$ cat src/rtl/pia_kbd_port.sv
// pia_kbd_port: Apple-1 PIA keyboard pair (KBD/KBDCR) fed by a small character FIFO.
module pia_kbd_port #(
    parameter int DEPTH       = 8,
    parameter int PTR_W       = 3,
    parameter bit FORCE_UPPER = 1
) (
    input  logic             clk25,
    input  logic             rst_n,
    input  logic             key_valid,
    input  logic [6:0]       key_data,
    output logic             key_ready,
    input  logic             cs,
    input  logic             enable,
    input  logic [1:0]       address,
    input  logic             w_en,
    input  logic [7:0]       din,
    output logic [7:0]       dout,
    output logic             overflow,
    output logic [PTR_W:0]   level
);
    localparam logic [PTR_W:0] FULL_CNT = (PTR_W+1)'(DEPTH);

    logic [6:0]       mem [DEPTH];
    logic [PTR_W-1:0] rd_ptr, wr_ptr;
    logic [PTR_W:0]   count;
    logic [6:0]       ctrl;
    logic [6:0]       folded;
    logic [3:0]       lvl4;
    logic             empty, full, push, pop, ctrl_wr;

    assign empty     = count == '0;
    assign full      = count == FULL_CNT;
    assign key_ready = ~full;
    assign level     = count;
    assign lvl4      = 4'(count);
    assign push      = key_valid & ~full;
    assign pop       = cs & enable & ~w_en & (address == 2'd0) & ~empty;
    assign ctrl_wr   = cs & enable & w_en & (address == 2'd1);
    assign folded    = (FORCE_UPPER && key_data >= 7'h61 && key_data <= 7'h7A) ? key_data - 7'h20 : key_data;

    always_comb begin
        dout = 8'h00;
        if (address == 2'd0)
            dout = empty ? 8'h00 : {1'b1, mem[rd_ptr]};
        else if (address == 2'd1)
            dout = {~empty, ctrl};
        else if (address == 2'd2)
            dout = {overflow, 3'b000, lvl4};
    end

    always_ff @(posedge clk25)
        if (push)
            mem[wr_ptr] <= folded;

    always_ff @(posedge clk25) begin
        if (!rst_n) begin
            rd_ptr   <= '0;
            wr_ptr   <= '0;
            count    <= '0;
            overflow <= 1'b0;
            ctrl     <= '0;
        end else begin
            if (push)
                wr_ptr <= wr_ptr + 1'b1;
            if (pop)
                rd_ptr <= rd_ptr + 1'b1;
            if (push && !pop)
                count <= count + 1'b1;
            else if (pop && !push)
                count <= count - 1'b1;
            if (ctrl_wr)
                ctrl <= din[6:0];
            // a dropped character outranks a same-edge software clear
            if (key_valid && full)
                overflow <= 1'b1;
            else if (ctrl_wr && din[7])
                overflow <= 1'b0;
        end
    end
endmodule

$ cat config.mk
export PLATFORM = sky130hd
export DESIGN_NAME = pia_kbd_port
export DESIGN_NICKNAME = d
export VERILOG_FILES = /design/src/rtl/pia_kbd_port.sv
export SDC_FILE = /design/constraint.sdc
export NUM_CORES = 1
export LEC_CHECK = 0
export ABC_AREA = 1
export CORE_MARGIN = 2
export CORE_UTILIZATION = 56
export DETAILED_ROUTE_END_ITERATION = 6
export PLACE_DENSITY = 0.79
export SYNTH_ARGS = -nofsm -noshare
export SYNTH_HDL_FRONTEND = slang
export SYNTH_SLANG_ARGS = --single-unit
$ cat constraint.sdc
create_clock -name clk25 -period 2.5 [get_ports clk25]
set_input_delay 0.25 -clock clk25 [delete_from_list [all_inputs] [get_ports clk25]]
set_output_delay 0.25 -clock clk25 [all_outputs]
set_load 0.02 [all_outputs]
Yosys cells after proc, flatten, opt, wreduce, memory -nomap -nowiden
Memories as Yosys holds them, arrays and structs flattened. A register that Yosys moved wholly into a read port is not among the register bits. Cells that the tools add are included.

Memories: 1. Register bits after elaboration: 18. Memory bits (writable): 56.

Eq/ne operators: 3. Bitwise gates (word level): 10. Reductions and logical operators: 11. $add $sub $neg: 5. Magnitude comparators: 2. Multiplexer cells: 13.

Memories: mem (words 8, bits a word 7, rd ports 1, clocked after Yosys merged registers in 1, write ports 1, RTL line 23) `logic [6:0] mem [DEPTH];`.

Operators with widths (count): $mux 8 (4); $mux 4 (2); $and 1x1->1 (7); $ge 7x7->1 const B (1); $le 7x7->1 const B (1); $mux 7 (1); $sub 7x6->7 const B (1); $add 3x1->3 const B (2); $mux 3 (2); $logic_and 1x1->1 (5); $add 4x1->4 const B (1); $eq 4x4->1 const B (1); $logic_not 4->1 (1); $mux 1 (4); $reduce_bool 2->1 (2); $sub 4x1->4 const B (1); $not 1->1 (3); $eq 2x1->1 const B (1); $eq 2x2->1 const B (1); $logic_not 1->1 (2); $logic_not 2->1 (1).

Depth between registers and ports, before layout
Word-level depth: 7. Mapped depth: 14. Gate-level depth less buffers: 14.

Least setup slack after synthesis
No wires, ideal clock.

Kind: register to register. Start: register count[0], in the netlist level[0]. End: register count[3], in the netlist level[3]. Setup slack: 0.308 ns. Clock period less this slack: 2.192 ns. Required time: 2.430 ns. Stages on the path, launching flop included: 14. Path buffers: 0. Arrival: 2.122 ns. Cells stage by stage: dfxtp_1 -> nor2_2 -> nand3_2 -> nand2_2 -> inv_1 -> ha_1 -> inv_1 -> ha_1 -> or2_2 -> nand2_1 -> nand2_1 -> nand2_1 -> nand2_1 -> a21oi_1.

Cells in the longest elaborated chain, start to end: 6.

Ends and longest elaborated chain: start: declaration (RTL line 25) `logic [PTR_W:0] count;`; start signal: assignment (RTL line 68) `count <= count + 1'b1;`; start signal: assignment (RTL line 70) `count <= count - 1'b1;`; $eq 4x4->1 (*) (RTL line 32) `assign full = count == FULL_CNT;`; $not 1->1 (*); named net key_ready (RTL line 11) `output logic key_ready,`; $and 1x1->1 (*) (RTL line 36) `assign push = key_valid & ~full;`; $logic_not 1->1 (RTL line 69) `else if (pop && !push)`; $logic_and 1x1->1 (RTL line 69); $reduce_bool 2->1 (no source line).

The timed path passes the listed nets; every way through them passes the cells marked *. The select of a mux whose other input is x is not followed. A chain may end at the register's enable or synchronous reset.

==> results_dict.tcl <==
set metrics [dict create \
    io_buffers 36 \
    power_density_mw_per_mm2 690 \
    cts.clk_slew.worst_paths_ps 80 \
    drt-initial-drc-count 251 \
    ys_top_cells_by_area "edfxtp_1 (48%), dfxtp_1 (12%), nand2_1 (9.3%)" \
    status "finished clean" \
    drt-pass1-iter-count 5 \
    grt.overflow.total 0 \
    initial_utilization_pct 58.4 \
    cp_data_required_time_ps 2250 \
    ys_async_sr_fraction_pct 0 \
    report.final.slew_viol_count 0 \
    grt_setup_unrepaired "false" \
    synth_edf_count 56 \
    yosysWarnings 0 \
    dp_cells 485 \
    grt_pass1_vias 2718 \
    grt_max_degree 29 \
    synth_top_area_share_pct 48.3 \
    die-area_mm2 0.00686 \
    pin_count 37 \
    finalHoldViolations 0 \
    coreArea_mm2 0.00596 \
    clock-skew-final_ps 20.5 \
    gp_congestion 0.880 \
    antenna_found_initial 0 \
    start_kind "register" \
    drive_gt1_share_pct 13.1 \
    leakagePower_uw 0.00177 \
    cap_violations 0 \
    slew_headroom_pct 72.5 \
    grt_pass1_wl_um 13200 \
    ys.flop_type "edfxtp_1" \
    wl_um 8150 \
    cts_root_buf "clkbuf_8" \
    worstPathMaxFanout 20 \
    clock_latency_ps 350 \
    final_cells 501 \
    gr-usage-all-layers_pct 24.5 \
    hp-class "input port to register" \
    synth_top_cell_by_area "edfxtp_1" \
    drc_errors 0 \
    synth_cell_types 30 \
    die_h_um 82.8 \
    ir_drop_mv 0.454 \
    dp_hpwl_um 5550 \
    wl_per_cell_um 16.3 \
    diodes 0 \
    die_w_um 82.8 \
    setup_viol 0 \
    avgSynthCellArea_um2 9.50 \
    critical_path_arrival_ps 2150 \
    synth_area_mm2 0.00348 \
    cts_buffers 9 \
    period_needed_ps 2400 \
    synth_commonest_cells "nand2_1 (86), nor2_1 (65), edfxtp_1 (56), o21ai_0 (33), nand3_1 (30)" \
    fin_crit_sh_pct 96.2 \
    cts_hold_buffers 0 \
    timing.fmax_ghz 0.416 \
    synthCells 366 \
    clock_path_buffers 2 \
    seq_area_frac_synth_pct 60.4 \
    yosysMostFrequentCell "nand2_1" \
    via_count 2764 \
    clock_sinks 77 \
    finalPower_uw 2930 \
    critPathKind "register to output pin" \
    rows 28 \
    ys_ff_latch 77 \
    viasPerCell 5.52 \
    r2r-start "level[0]" \
    min-delay-start "din[1]" \
    finalNetCount 451 \
    setup_tns_ps 0 \
    htree_levels 3 \
    ant_nets 0 \
    area_growth_pct 22.3 \
    setup.worst_path.end_class "output pin" \
    worst_pin_slew_ps 411 \
    syn-num-nets 396 \
    cts_tree "done" \
]
[worst max-delay path, stage by stage (launching register included)]
cell and delay, ps:
dfxtp_1 420, buf_6 230, nor2_1 90, nor2_1 110
o21ai_0 100, nand3_1 90, nand3_1 80, nand2_1 90
clkdlybuf4s50_1 610
[stage by stage]
stage          hold slack, ps  worst slack [ps]  utilization [%]  area (µm²)
2_1_floorplan             349               308                -        3480
3_3_place_gp              480               128             67.3        4010
3_5_place_dp              483              49.7             67.3        4010
4_1_cts                   480              17.3             71.2        4240
5_1_grt                   518              20.7             71.4        4250
6_report                  488              96.2             71.4        4250
[area by class of cell]
cell class,count,area [µm²]
fill,452,1700
sequential,77,2110
clock inverter,7,103
tap,75,93.8
clock buffer,9,124
multi-input combinational,254,1220
inverter,26,100
timing repair buffer,53,502
[where the power goes]
group / total (µW) / internal, µW / switching (µW)
combinational: 418 / 167 / 250
clock: 1060 / 574 / 488
sequential: 1450 / 1420 / 30.9
total: 2930 / 2160 / 769
[path summary, 6_finish.rpt]
kind                   end  slack [ps]  depth (start not counted)
setup / recovery   dout[3]         100                          8
setup reg to reg  level[3]         380                         13
hold / removal     ctrl[1]         490                          3
hold reg to reg   register         490                          2
[logic make-up after synthesis]
kind of cell               after synthesis  synth area share [%]
DFF                                     77                  60.4
adders and majority gates                7                  2.73
buffers and inverters                   35                  4.35
AOI/OAI and AO/OA                       44                  6.44
xor gates and xnor gates                 2                 0.504
and+or+nand+nor                        201                  25.5
[metal layers]
layer	GRT usage, %	share of wire, %
met1	31.5	42
met5	0	0
met4	9.54	2.1
met3	4.47	5.7
met2	41.2	50
[flip-flops by register name, summed over array words and instances, names as in the netlist, named ones only]
name	count
level	4
ctrl	7
mem	56
rd_ptr	3
overflow	1
wr_ptr	3
[cell usage in the layout (no fill, tap or decap), types with 6 or more instances in the layout]
cell type and instances:
buf_4 16, nand3_1 30, o21ai_0 33, clkbuf_8 9
nand2_1 86, ha_1 6, dfxtp_1 17, nor2_1 65
clkdlybuf4s50_1 32, edfxtp_1 56, a21oi_1 9, inv_1 21
[timing repair]
action,CTS,global route
hold endpoints to repair,0,0
resized for setup,3,8
endpoints found under the setup margin,1,7
setup buffers,0,0
(Power assumes the default switching activity.)
